===== config.mk =====
export PLATFORM = sky130hd
export DESIGN_NAME = poly_solver_flat
export DESIGN_NICKNAME = d
export VERILOG_FILES = /design/src/rtl/poly_solver_if.sv /design/src/rtl/poly_solver.sv /design/src/flat_wrapper.sv
export SDC_FILE = /design/constraint.sdc
export NUM_CORES = 1
export LEC_CHECK = 0
export ABC_CLOCK_PERIOD_IN_PS = 6500
export BUFFER_PORTS_ARGS = -buffer_cell sky130_fd_sc_hd__buf_2
export CAP_MARGIN = 15
export CORE_UTILIZATION = 33
export DETAILED_ROUTE_END_ITERATION = 7
export MAX_ROUTING_LAYER = met4
export PLACE_DENSITY_LB_ADDON = 0.15
export SETUP_SLACK_MARGIN = 0.5
export SKIP_LAST_GASP = 1
export SLEW_MARGIN = 20
export SYNTH_ARGS = -nofsm -noshare
export SYNTH_HDL_FRONTEND = slang
export SYNTH_SLANG_ARGS = --single-unit
export TNS_END_PERCENT = 10

===== constraint.sdc =====
create_clock -name clk -period 6.5 [get_ports clk]
set_input_delay 0 -clock clk [delete_from_list [all_inputs] [get_ports clk]]
set_output_delay 0 -clock clk [all_outputs]
set_load 0.005 [all_outputs]

===== src/rtl/poly_solver_if.sv =====
// Handshake and data bundle for poly_solver.
// The master (controller) drives start, x and the packed coefficients;
// the slave (the evaluator) returns the registered result and status flags.
interface poly_solver_if #(
  parameter int DEG = 2,
  parameter int W   = 16,
  parameter int XW  = 8
);
  logic                 start;
  logic [XW-1:0]        x;
  logic [(DEG+1)*W-1:0] coeffs;
  logic [W-1:0]         result;
  logic                 zero;
  logic                 overflow;
  logic                 busy;
  logic                 completed;

  modport master (
    output start, x, coeffs,
    input  result, zero, overflow, busy, completed
  );

  modport slave (
    input  start, x, coeffs,
    output result, zero, overflow, busy, completed
  );
endinterface


===== src/rtl/poly_solver.sv =====
// Horner-method polynomial evaluator: p(x) = c[DEG]*x^DEG + ... + c[0].
// One multiply-accumulate per clock; operands are latched when start is
// accepted, so the caller may change them freely while busy.
// Overflow is sticky over all steps of one evaluation.
module poly_solver #(
  parameter int DEG    = 2,
  parameter int W      = 16,
  parameter int XW     = 8,
  parameter int SIGNED = 0
) (
  input  logic          clk,
  input  logic          rst,
  poly_solver_if.slave  bus
);

  // Full-precision width of acc*x + c, wide enough for either signedness.
  localparam int TW = W + XW + 1;
  localparam int IW = $clog2(DEG + 1);

  typedef enum logic [1:0] {
    S_IDLE = 2'd0,
    S_STEP = 2'd1,
    S_DONE = 2'd2
  } state_t;

  state_t               state_q;
  logic [XW-1:0]        x_q;
  logic [(DEG+1)*W-1:0] coeffs_q;
  logic [W-1:0]         acc_q;
  logic [IW-1:0]        idx_q;
  logic                 ovf_q;
  logic [W-1:0]         result_q;
  logic                 zero_q;
  logic                 overflow_q;
  logic                 busy_q;
  logic                 completed_q;

  logic [W-1:0]         c_sel;
  logic                 acc_sx, x_sx, c_sx;
  logic [TW-1:0]        acc_ext, x_ext, c_ext, t_full;
  logic                 step_ovf;
  logic [W-1:0]         acc_d;
  logic                 ovf_d;

  // One Horner step: extend operands to TW bits, multiply-accumulate, and
  // flag the step if the exact value does not fit back into W bits.
  always_comb begin
    c_sel   = coeffs_q[int'(idx_q) * W +: W];
    acc_sx  = (SIGNED != 0) && acc_q[W-1];
    x_sx    = (SIGNED != 0) && x_q[XW-1];
    c_sx    = (SIGNED != 0) && c_sel[W-1];
    acc_ext = {{(TW-W){acc_sx}}, acc_q};
    x_ext   = {{(TW-XW){x_sx}}, x_q};
    c_ext   = {{(TW-W){c_sx}}, c_sel};
    // Modulo-2^TW arithmetic is exact here because the true value fits TW bits.
    t_full  = acc_ext * x_ext + c_ext;
    if (SIGNED != 0) begin
      step_ovf = !((&t_full[TW-1:W-1]) || (~|t_full[TW-1:W-1]));
    end else begin
      step_ovf = |t_full[TW-1:W];
    end
    acc_d = t_full[W-1:0];
    ovf_d = ovf_q | step_ovf;
  end

  // Sequencer: accept in IDLE/DONE, run DEG steps, publish on the last one.
  always_ff @(posedge clk) begin
    if (rst) begin
      state_q     <= S_IDLE;
      x_q         <= '0;
      coeffs_q    <= '0;
      acc_q       <= '0;
      idx_q       <= '0;
      ovf_q       <= 1'b0;
      result_q    <= '0;
      zero_q      <= 1'b0;
      overflow_q  <= 1'b0;
      busy_q      <= 1'b0;
      completed_q <= 1'b0;
    end else begin
      case (state_q)
        S_IDLE, S_DONE: begin
          if (bus.start) begin
            x_q         <= bus.x;
            coeffs_q    <= bus.coeffs;
            acc_q       <= bus.coeffs[DEG*W +: W];
            idx_q       <= IW'(DEG - 1);
            ovf_q       <= 1'b0;
            busy_q      <= 1'b1;
            completed_q <= 1'b0;
            state_q     <= S_STEP;
          end
        end
        S_STEP: begin
          acc_q <= acc_d;
          ovf_q <= ovf_d;
          if (idx_q == '0) begin
            result_q    <= acc_d;
            zero_q      <= (acc_d == '0);
            overflow_q  <= ovf_d;
            busy_q      <= 1'b0;
            completed_q <= 1'b1;
            state_q     <= S_DONE;
          end else begin
            idx_q <= idx_q - 1'b1;
          end
        end
        default: begin
          state_q     <= S_IDLE;
          busy_q      <= 1'b0;
          completed_q <= 1'b0;
        end
      endcase
    end
  end

  assign bus.result    = result_q;
  assign bus.zero      = zero_q;
  assign bus.overflow  = overflow_q;
  assign bus.busy      = busy_q;
  assign bus.completed = completed_q;

endmodule


===== src/flat_wrapper.sv =====
// flat-port wrapper written by rule: the top's interface ports become plain ports
module poly_solver_flat 
#(
  parameter int DEG    = 2,
  parameter int W      = 16,
  parameter int XW     = 8,
  parameter int SIGNED = 0
)
  (clk, rst, bus_start, bus_x, bus_coeffs, bus_result, bus_zero, bus_overflow, bus_busy, bus_completed);
  poly_solver_if #(.DEG(DEG), .W(W), .XW(XW)) bus_i ();
  input  logic clk;
  input  logic rst;
  input wire logic [$bits(bus_i.start)-1:0] bus_start;
  input wire logic [$bits(bus_i.x)-1:0] bus_x;
  input wire logic [$bits(bus_i.coeffs)-1:0] bus_coeffs;
  output wire logic [$bits(bus_i.result)-1:0] bus_result;
  output wire logic [$bits(bus_i.zero)-1:0] bus_zero;
  output wire logic [$bits(bus_i.overflow)-1:0] bus_overflow;
  output wire logic [$bits(bus_i.busy)-1:0] bus_busy;
  output wire logic [$bits(bus_i.completed)-1:0] bus_completed;
  assign bus_i.start = bus_start;
  assign bus_i.x = bus_x;
  assign bus_i.coeffs = bus_coeffs;
  assign bus_result = bus_i.result;
  assign bus_zero = bus_i.zero;
  assign bus_overflow = bus_i.overflow;
  assign bus_busy = bus_i.busy;
  assign bus_completed = bus_i.completed;
  poly_solver #(.DEG(DEG), .W(W), .XW(XW), .SIGNED(SIGNED)) u_core (.clk(clk), .rst(rst), .bus(bus_i));
endmodule

==> results.md, run 1 <==
* Period Utilization, post-route at 0.880
* Top cells by area, synth: fa_1 (24%), dfxtp_1 (23%), nand2_1 (11%)
* CP cell instances: buf_4 -> mux2i_1 -> nor2_1 -> a31oi_1 -> fa_1 -> inv_1 -> fa_1 -> fa_1 -> fa_1 -> ha_1 -> a21oi_1 -> nand2_1 -> o211ai_1 -> o31ai_1 -> or3_1 -> or4_4 -> a2111oi_4 -> a31oi_1
* Seq cells post-synth at 96
* Layout net count at roughly 1,300
* Clock buffer count from CTS at 9
* CP Capture Type: flop
* Htree depth at 3
* Largest net degree at the start of global routing at 57
* Final Max Slew Viols at 0
* Synth area leader: fa_1
* First-pass GRT wire length at between 30,000 and 40,000 µm
* Mapped Cells at roughly 1,000
* Top-area cell type share of the netlist area at 0.241
* Clock Sink Count at 96
* Avg Inst Size Synth at slightly above 8 µm²
* Ports at 79
* Outcome: finished, final reports clean
* Tot GR Track Use at 0.188
* Initial antenna violation count at 0
* Period minus WS final at ~5.7 ns
* Die area at 25,800 µm²
* Crit-path leading delay family: adder cells
* Ys Warns at 0
* Placed cell areas at roughly 9000 µm²
* Grt ovf at 0
* I/O Buffers at just under 80
* Die Wd at about 160 µm
* Count of final hold-check violations at 0
* DP HPWL at 17,700 µm
* Core area at approximately 25,000 µm²
* Detailed-route via count at 6,899
* Starting density of the core at 0.339
* Cell Rows at 57
* Drt wl/cell at roughly 16 µm
* Residual DRC count at 0
* Worst slew pin tran at 0.838 ns
* Ys async rst share at 0
* Peak fanout along the critical path at 9
* Critical Path AT at between 5 and 6 ns
* Final setup viols at 0
* Drt pass-1 iters at 4
* CP max stage cell: fa_1
* Number of synthesized flops with an enable pin at 0
* Max-cap violations at 0
* Final ANT Viol Nets at 0
* Slew headroom at 0.441
* Bufs on Longest Clock Path at 2
* Final WL at 22,400 µm
* CTS tree: built
* RSZ-0062 raised after global routing: no
* Buf/Inv on CP at 2
* DP Cell Count at 1,369
* Setup TNS at 0 ns
* Layout cells sized above 1 at 0.113
* Clock latency on the worst-skew pair at between 0.3 and 0.4 ns
* Vias per std cell at around 4.8
* P&R area growth vs syn at 18.9%
* Setup crit start kind: flop
* Synth Net Count at 1,215
* Clk pin slew, worst setup/hold paths at 0.07 ns
* Die Span Y at around 160 µm
* Vias in the first global route at roughly 7,000
* Critical path class: reg2reg
* Critical Path RT at 6.69 ns
* Fin area at 9890 µm²
* 1st-iter DRT viols at about 400
* Synth Flop Type: dfxtp_1
* Pwr/cell area at around 170 nW/µm²
* Worst min path class: in2reg
* Overall power at roughly 1.7 mW
* Max Clk Rate at 175 MHz
* Crit-path max cell delay at between 0.5 and 0.6 ns
* Routability cong. at between 0.8 and 0.9
* Root Driver: clkbuf_16
* Diodes inserted at 0
* Hold_ws at 0.0793 ns
* Worst-case clock skew at between 0.007 and 0.008 ns
* Final std cells w/o fill at around 1,400
* Register area share after synthesis at 0.231
* CP most frequent cell: fa_1
* Worst IR drop on VDD at between 0.0001 and 0.00015 V
* Post-Syn Area at ~8300 µm²
* P_leak at between 4 and 5 nW
* Post-synth cell types at 49
metrics by stage:
stage	utilization	setup WS, ns
after floorplan	-	0.897
after global placement	0.366	0.670
after detailed placement	0.366	0.548
after CTS	0.402	0.516
after global routing	0.403	0.518
final	0.403	0.783
final cells by class:
class	count	area [µm²]
clock buffers	10	229
clock inverters	6	78.8
fillers	2583	14600
inverters	95	357
multi-input cells	760	5800
flip-flops and latches	96	1930
well taps	324	405
repair buffers	151	1080
sequential cells by signal, indices dropped and copies added, names as in the netlist, 2 cells and up:
name and cells:
u_core.x_q 8, u_core.acc_q 16, u_core.coeffs_q 48, u_core.bus.result 16, u_core.idx_q 2
cell families after synthesis:
group | synth area share
fa+ha+maj | 0.315
flops | 0.231
buf+inv | 0.0747
simple gates | 0.209
xor+xnor | 0.0169
compound gates | 0.131
mux | 0.0220
final timing paths:
path,start,endpoint,slack [ns],cells past startpoint
worst max-delay path,u_core.idx_q[0],u_core.bus.overflow,0.78,18
worst min-delay path,rst,u_core.bus.busy,0.08,2
worst max register to register,u_core.idx_q[0],u_core.bus.overflow,0.78,18
worst min register to register,u_core.bus.result[9],u_core.bus.result[9],0.45,2
timing repair:
item / in CTS / in global routing
endpoints found under the setup margin: 0 / 2
hold endpoints to repair: 71 / 0
resized for setup: 0 / 8
setup buffers: 0 / 0
hold buffers: 57 / 0
metal layers:
metal	global-route usage	vias to the layer above	share of wire
li1	-	3450	-
met1	0.278	3303	0.53
met2	0.270	127	0.42
met3	0.0279	19	0.037
met4	0.0377	0	0.012
met5	-	-	0
synth_stat cells, types with 2 or more instances:
| cell | number |
|---|---|
| fa_1 | 100 |
| o21bai_1 | 3 |
| mux2i_1 | 16 |
| o21ai_0 | 12 |
| o22ai_1 | 2 |
| nor4_1 | 3 |
| buf_6 | 3 |
| nand3_1 | 5 |
| a21boi_0 | 3 |
| buf_2 | 3 |
| clkbuf_1 | 43 |
| a31oi_1 | 26 |
| xnor2_1 | 9 |
| mux2_2 | 2 |
| nor3b_1 | 2 |
| nand2_1 | 251 |
| buf_1 | 3 |
| a32oi_1 | 2 |
| nor2_1 | 36 |
| nor2b_1 | 2 |
| o21ba_2 | 2 |
| inv_1 | 95 |
| xor2_1 | 7 |
| nor3_1 | 7 |
| buf_4 | 2 |
| a211oi_1 | 5 |
| o21a_1 | 2 |
| nand4_1 | 3 |
| clkbuf_8 | 2 |
| a21oi_1 | 102 |
| and4_1 | 2 |
| or3_1 | 2 |
| o31ai_1 | 2 |
| dfxtp_1 | 96 |
| nand2b_1 | 5 |
| a21oi_2 | 2 |
| a21o_1 | 6 |
| ha_1 | 49 |
| o211ai_1 | 5 |
| o21ai_1 | 4 |
| and2_1 | 72 |
| a311oi_1 | 2 |
where the power goes:
part | leakage (nW) | switching (mW) | internal, mW
Combinational | 3.56 | 0.272 | 0.194
Sequential | 0.789 | 0.0508 | 0.627
Clock | 0.142 | 0.259 | 0.304
Total | 4.49 | 0.583 | 1.13
cell usage in the layout, fill, tap and decap left out, types with 3 or more instances in the layout:
cell / n
a21oi_1: 101
nand2b_1: 4
o211ai_1: 5
o21bai_1: 3
nand2_1: 251
a21boi_0: 3
xnor2_1: 9
o21ai_0: 12
a21o_1: 6
nor2_1: 35
inv_1: 95
xor2_1: 7
nand3_1: 5
buf_4: 17
a21oi_2: 3
mux2i_1: 16
nand4_1: 3
ha_1: 49
fa_1: 100
dfxtp_1: 93
a211oi_1: 5
dlygate4sd3_1: 57
buf_2: 77
nor3_1: 7
o21ai_1: 4
nor4_1: 3
a31oi_1: 25
clkbuf_16: 9
and2_1: 72
Power figures use the tool's default switching activity.
==> inputs of run 2 (changes only) <==
- CORE_ASPECT_RATIO: unset -> 0.9
==> results.md, run 2 (synthesized netlist as in run 1, its figures left out) <==
* Outcome: finished, final reports clean (unchanged)
* CP cell instances: nand2_1 -> fa_1 -> fa_1 -> fa_1 -> fa_1 -> inv_1 -> ha_1 -> a21oi_2 -> o21ai_1 -> a32oi_1 -> nor3b_1 -> or3_1 -> or4_4 -> a2111oi_4 -> a311oi_1 (was buf_4 -> mux2i_1 -> nor2_1 -> a31oi_1 -> fa_1 -> inv_1 -> fa_1 -> fa_1 -> fa_1 -> ha_1 -> a21oi_1 -> nand2_1 -> o211ai_1 -> o31ai_1 -> or3_1 -> or4_4 -> a2111oi_4 -> a31oi_1)
* Die area at 25,800 µm² (about the same)
* Worst slew pin tran at 0.790 ns (was 0.838 ns)
* Clock Sink Count at 96 (unchanged)
* Setup slack, reg-to-reg at 0.82 ns (was 0.78 ns)
* Worst path depth at 15 (was 18)
* Slew headroom at 0.473 (was 0.441)
* Core area at 24,500 µm² (about the same)
* Final Max Slew Viols at 0 (unchanged)
* Htree depth at 3 (unchanged)
* Largest register by flop count: u_core.coeffs_q (unchanged)
* Routability cong. at 0.832 (was 0.836)
* Peak fanout along the critical path at 17 (was 9)
* CP max stage cell: dfxtp_1 (was fa_1)
* Tot GR Track Use at 0.190 (was 0.188)
* Pwr/cell area at 174 nW/µm² (was 173 nW/µm²)
* RSZ-0062 raised after global routing: no (unchanged)
* Critical Path RT at 6.71 ns (was 6.69 ns)
* Buf/Inv on CP at 1 (was 2)
* Vias per std cell at 4.82 (was 4.78)
* Drt pass-1 iters at 7 (was 4)
* Worst IR drop on VDD at 0.000127 V (was 0.000129 V)
* Root Driver: clkbuf_16 (unchanged)
* Max Clk Rate at 176 MHz (was 175 MHz)
* Period minus WS final at 5.68 ns (was 5.72 ns)
* CTS tree: built (unchanged)
* Hold Path Depth at 3 (was 2)
* I/O Buffers at 78 (unchanged)
* Bufs on Longest Clock Path at 2 (unchanged)
* Fillcell total at 2,576 (was 2,583)
* Clk pin slew, worst setup/hold paths at 0.08 ns (was 0.07 ns)
* DP HPWL at 17,400 µm (was 17,700 µm)
* CP most frequent cell: fa_1 (unchanged)
* CP Capture Type: flop (unchanged)
* Max-cap violations at 0 (unchanged)
* Crit-path leading delay family: adder cells (unchanged)
* Max reg flops at 48 (unchanged)
* Clock buffer count from CTS at 9 (unchanged)
* Commonest non-fill, non-tap cell in the layout: nand2_1 (unchanged)
* Period Utilization, post-route at 0.874 (was 0.880)
* Final WL at 22,600 µm (was 22,400 µm)
* P_leak at 4.47 nW (was 4.49 nW)
* Hold_ws at 0.0343 ns (was 0.0793 ns)
* Vias in the first global route at 7,129 (was 6,954)
* 1st-iter DRT viols at 353 (was 391)
* Layout cells sized above 1 at 0.109 (was 0.113)
* Initial antenna violation count at 0 (unchanged)
* Clock latency on the worst-skew pair at 0.36 ns (was 0.35 ns)
* Die Span Y at 153 µm (was 161 µm)
* Setup TNS at 0 ns (unchanged)
* Setup crit start kind: flop (unchanged)
* Drt wl/cell at 15.6 µm (about the same)
* Final setup viols at 0 (unchanged)
* Grt ovf at 0 (unchanged)
* Layout net count at 1,316 (was 1,321)
* Worst-case clock skew at 0.0140 ns (was 0.00766 ns)
* Worst min path class: in2reg (unchanged)
* Die Wd at 169 µm (was 161 µm)
* Critical Path AT at 5.89 ns (was 5.91 ns)
* Cell Rows at 54 (was 57)
* First-pass GRT wire length at 37,600 µm (was 37,400 µm)
* Crit-path max cell delay at 0.73 ns (was 0.57 ns)
* Starting density of the core at 0.340 (was 0.339)
* Final ANT Viol Nets at 0 (unchanged)
* P&R area growth vs syn at 18.7% (was 18.9%)
* Detailed-route via count at 6,985 (was 6,899)
* Diodes inserted at 0 (unchanged)
* Residual DRC count at 0 (unchanged)
* Largest net degree at the start of global routing at 70 (was 57)
* Ports at 79 (unchanged)
* R2R depth at 15 (was 18)
* Critical path class: reg2reg (unchanged)
* Commonest non-fill, non-tap cells in the layout: nand2_1 (251), a21oi_1 (102), fa_1 (100) (was nand2_1 (251), a21oi_1 (101), fa_1 (100))
* Count of final hold-check violations at 0 (unchanged)
run 2: cell types whose count changed in the layout (fill, tap and decap cells not counted), sizes merged:
cell and delta:
buf -4, clkbuf -1, clkinv -1, dlygate4sd3 -1, inv +1
run 2: power breakdown:
| group | switching [mW] | internal [mW] | leakage, nW | total, mW |
|---|---|---|---|---|
| sequential | 0.0579 | 0.627 | 0.788 | 0.685 |
| combinational | 0.279 | 0.193 | 3.54 | 0.471 |
| clock | 0.261 | 0.304 | 0.146 | 0.565 |
run 2: layout make-up:
type                            instances  area, µm²  area share
Sequential cell                        96       1930       0.195
Inverter                               95        360      0.0365
Timing Repair Buffer                  146       1050       0.107
Clock inverter                          6       77.6     0.00786
Multi-Input combinational cell        760       5800       0.588
Tap cell                              336        420      0.0426
Clock buffer                            9        225      0.0228
run 2: routing by layer:
layer | GRT usage | up-vias | share of wire | wire length, µm
li1 | - | 3435 | - | -
met1 | 0.264 | 3430 | 0.50 | 11300
met2 | 0.301 | 109 | 0.46 | 10500
met3 | 0.0247 | 11 | 0.030 | 667
met4 | 0.0232 | 0 | 0.0062 | 141
met5 | - | - | 0 | 0
run 2: timing repair:
| item | CTS | global route |
|---|---|---|
| hold buffers | 56 | 0 |
| pin swaps | 0 | 1 |
| endpoints found under the setup margin | 2 | 2 |
| hold endpoints to repair | 70 | 0 |
| setup buffers | 0 | 2 |
| resized for setup | 1 | 6 |
run 2: tightest hold or removal path: cells and delay by family:
kind | cells | cell delay (ns)
AOI/OAI and AO/OA | 1 | 0.09
and+or+nand+nor | 1 | 0.15
buffers and inverters | 1 | 0.10
run 2: final timing paths:
| path | from | to |
|---|---|---|
| max | u_core.x_q[6] | u_core.ovf_q |
| min reg2reg | u_core.bus.result[3] | u_core.bus.result[3] |
| max reg2reg | u_core.x_q[6] | u_core.ovf_q |
| min | bus_coeffs[39] | u_core.coeffs_q[39] |
run 2: per-stage QoR:
stage | std cells | instance area [µm²] | util | total power, mW | setup WS [ns]
floorplan | 1007 | 8310 | - | 0.986 | 0.897
global placement | 1375 | 8940 | 0.366 | 1.14 | 0.516
CTS | 1446 | 9810 | 0.401 | 1.74 | 0.641
finish | 1448 | 9870 | 0.403 | 1.72 | 0.819
global route | 1448 | 9870 | 0.403 | 1.83 | 0.514
detailed placement | 1375 | 8940 | 0.366 | 1.14 | 0.408
==> inputs of run 3 (changes only) <==
- BUFFER_PORTS_ARGS: -buffer_cell sky130_fd_sc_hd__buf_2 -> unset
- DONT_BUFFER_PORTS: unset -> 1
==> results.md, run 3 (synthesized netlist as in run 1, its figures left out) <==
* Outcome: finished, final reports clean (unchanged)
* Root Driver: clkbuf_16 (unchanged)
* Routability cong. at 0.835 (was 0.832)
* Htree depth at 3 (unchanged)
* I/O Buffers at 0 (was 78)
* Placed cell areas at 8570 µm² (was 8940 µm²)
* Final setup viols at 0 (unchanged)
* Period Utilization, post-route at 0.872 (was 0.874)
* Core area at 24,500 µm² (unchanged)
* Pwr/cell area at 177 nW/µm² (was 174 nW/µm²)
* Vias per std cell at 4.91 (was 4.82)
* Hold_ws at 0.0581 ns (was 0.0343 ns)
* WL met3 at 592 µm (was 667 µm)
* Slew headroom at 0.447 (was 0.473)
* P_leak at 4.15 nW (was 4.47 nW)
* Max reg flops at 48 (unchanged)
* CTS tree: built (unchanged)
* Clk pin slew, worst setup/hold paths at 0.09 ns (was 0.08 ns)
* Fin area at 9530 µm² (was 9870 µm²)
* CP cell instances: buf_4 -> mux2i_1 -> nor2_1 -> a21oi_1 -> fa_1 -> inv_1 -> fa_1 -> fa_1 -> inv_1 -> fa_1 -> inv_1 -> ha_1 -> a21oi_2 -> o21ai_1 -> a32oi_1 -> nor3b_1 -> or3_1 -> or4_4 -> a2111oi_4 -> a31oi_1 (was nand2_1 -> fa_1 -> fa_1 -> fa_1 -> fa_1 -> inv_1 -> ha_1 -> a21oi_2 -> o21ai_1 -> a32oi_1 -> nor3b_1 -> or3_1 -> or4_4 -> a2111oi_4 -> a311oi_1)
* Commonest non-fill, non-tap cell in the layout: nand2_1 (unchanged)
* Initial antenna violation count at 0 (unchanged)
* Clock Sink Count at 96 (unchanged)
* Setup crit start kind: flop (unchanged)
* Critical path class: reg2reg (unchanged)
* Largest register by flop count: u_core.coeffs_q (unchanged)
* Worst IR drop on VDD at 0.000100 V (was 0.000127 V)
* DP HPWL at 17,400 µm (about the same)
* Worst min path class: in2reg (unchanged)
* Ports at 79 (unchanged)
* First-pass GRT wire length at 37,500 µm (was 37,600 µm)
* CP most frequent cell: fa_1 (unchanged)
* Final WL at 22,600 µm (about the same)
* Worst slew pin tran at 0.829 ns (was 0.790 ns)
* Die Span Y at 153 µm (unchanged)
* Crit-path max cell delay at 0.55 ns (was 0.73 ns)
* Starting density of the core at 0.340 (unchanged)
* Bufs on Longest Clock Path at 2 (unchanged)
* Setup TNS at 0 ns (unchanged)
* Layout net count at 1,241 (was 1,316)
* Worst hold start: rst (was bus_coeffs[39])
* Diodes inserted at 0 (unchanged)
* Clock buffer count from CTS at 9 (unchanged)
* 1st-iter DRT viols at 403 (was 353)
* Residual DRC count at 0 (unchanged)
* Detailed-route via count at 6,740 (was 6,985)
* Drt pass-1 iters at 7 (unchanged)
* Final std cells w/o fill at 1,374 (was 1,448)
* Final Max Slew Viols at 0 (unchanged)
* CP Capture Type: flop (unchanged)
* Finished Core Util at 0.390 (was 0.403)
* Cell Rows at 54 (unchanged)
* Peak fanout along the critical path at 11 (was 17)
* Met2 wire length at 10,500 µm (about the same)
* Tot GR Track Use at 0.189 (was 0.190)
* Max layer used: met4 (unchanged)
* Max Clk Rate at 176 MHz (about the same)
* Vias in the first global route at 6,840 (was 7,129)
* Final setup margin at 0.831 ns (was 0.819 ns)
* DP Cell Count at 1,299 (was 1,375)
* Die area at 25,800 µm² (unchanged)
* P&R area growth vs syn at 14.6% (was 18.7%)
* CP max stage cell: fa_1 (was dfxtp_1)
* Worst-case clock skew at 0.0212 ns (was 0.0140 ns)
* Critical Path RT at 6.72 ns (was 6.71 ns)
* Period minus WS final at 5.67 ns (was 5.68 ns)
* Layout cells sized above 1 at 0.0462 (was 0.109)
* RSZ-0062 raised after global routing: no (unchanged)
* Fillcell total at 2,575 (was 2,576)
* Critical Path AT at 5.89 ns (about the same)
* Commonest non-fill, non-tap cells in the layout: nand2_1 (251), a21oi_1 (101), fa_1 (100) (was nand2_1 (251), a21oi_1 (102), fa_1 (100))
* FF/Latch Area at 1920 µm² (was 1930 µm²)
* Grt ovf at 0 (unchanged)
* Post-place setup slack at 0.636 ns (was 0.408 ns)
* Area occupied by multi-input gates at 5840 µm² (was 5800 µm²)
* Count of final hold-check violations at 0 (unchanged)
* Crit. Startpoint: u_core.idx_q[0] (was u_core.x_q[6])
* Met1 Wirelength at 11,300 µm (about the same)
* Overall power at 1.68 mW (was 1.72 mW)
* Clock latency on the worst-skew pair at 0.37 ns (was 0.36 ns)
* Die Wd at 169 µm (unchanged)
* Max-cap violations at 0 (unchanged)
* Drt wl/cell at 16.5 µm (was 15.6 µm)
* Largest net degree at the start of global routing at 97 (was 70)
* RR Startpoint: u_core.idx_q[0] (was u_core.x_q[6])
* Final ANT Viol Nets at 0 (unchanged)
## run 3: cell count changes in the layout (fill, tap and decap cells not counted), sizes merged
| cell | change |
|---|---|
| buf | -77 |
| bufinv | -1 |
| clkinv | +1 |
| clkinvlp | +1 |
| dlygate4sd3 | +1 |
| inv | +1 |
## run 3: repair_timing
item,4_1_cts,5_1_grt
hold endpoints to repair,96,0
setup endpoints to repair,0,2
hold buffers,58,0
resized for setup,0,12
setup buffers,0,0
## run 3: power breakdown
group | internal [mW] | leakage, nW | switching, mW
Combinational | 0.182 | 3.22 | 0.279
Sequential | 0.627 | 0.787 | 0.0583
Clock | 0.268 | 0.140 | 0.270
## run 3: final timing paths
kind,slack [ns],to,depth (start not counted)
worst max-delay path,0.83,u_core.bus.overflow,20
worst min-delay path,0.06,u_core.coeffs_q[27],2
worst max register to register,0.83,u_core.bus.overflow,20
worst min register to register,0.46,u_core.coeffs_q[24],2
## run 3: critical path, delay by kind of cell, from the launching register on
family | cells | cell delay, ns
flops | 1 | 0.35
simple gates | 4 | 1.03
fa+ha+maj | 5 | 2.29
buf+inv | 4 | 0.40
compound gates | 6 | 1.25
mux | 1 | 0.21
## run 3: cell type report
type | count | share of cell area
clock buffer | 9 | 0.0236
clock inverter | 7 | 0.00643
inverter | 95 | 0.0378
multi-input combinational | 760 | 0.613
sequential | 96 | 0.202
tap | 336 | 0.0441
timing repair buffer | 70 | 0.0726
timing repair inverter | 1 | 0.000788
## run 3: per-layer routing
metal  up-vias  global-route usage
li1       3290                   -
met1      3332               0.262
met2       100               0.296
met3        18              0.0236
met4         0              0.0373
met5         -                   -
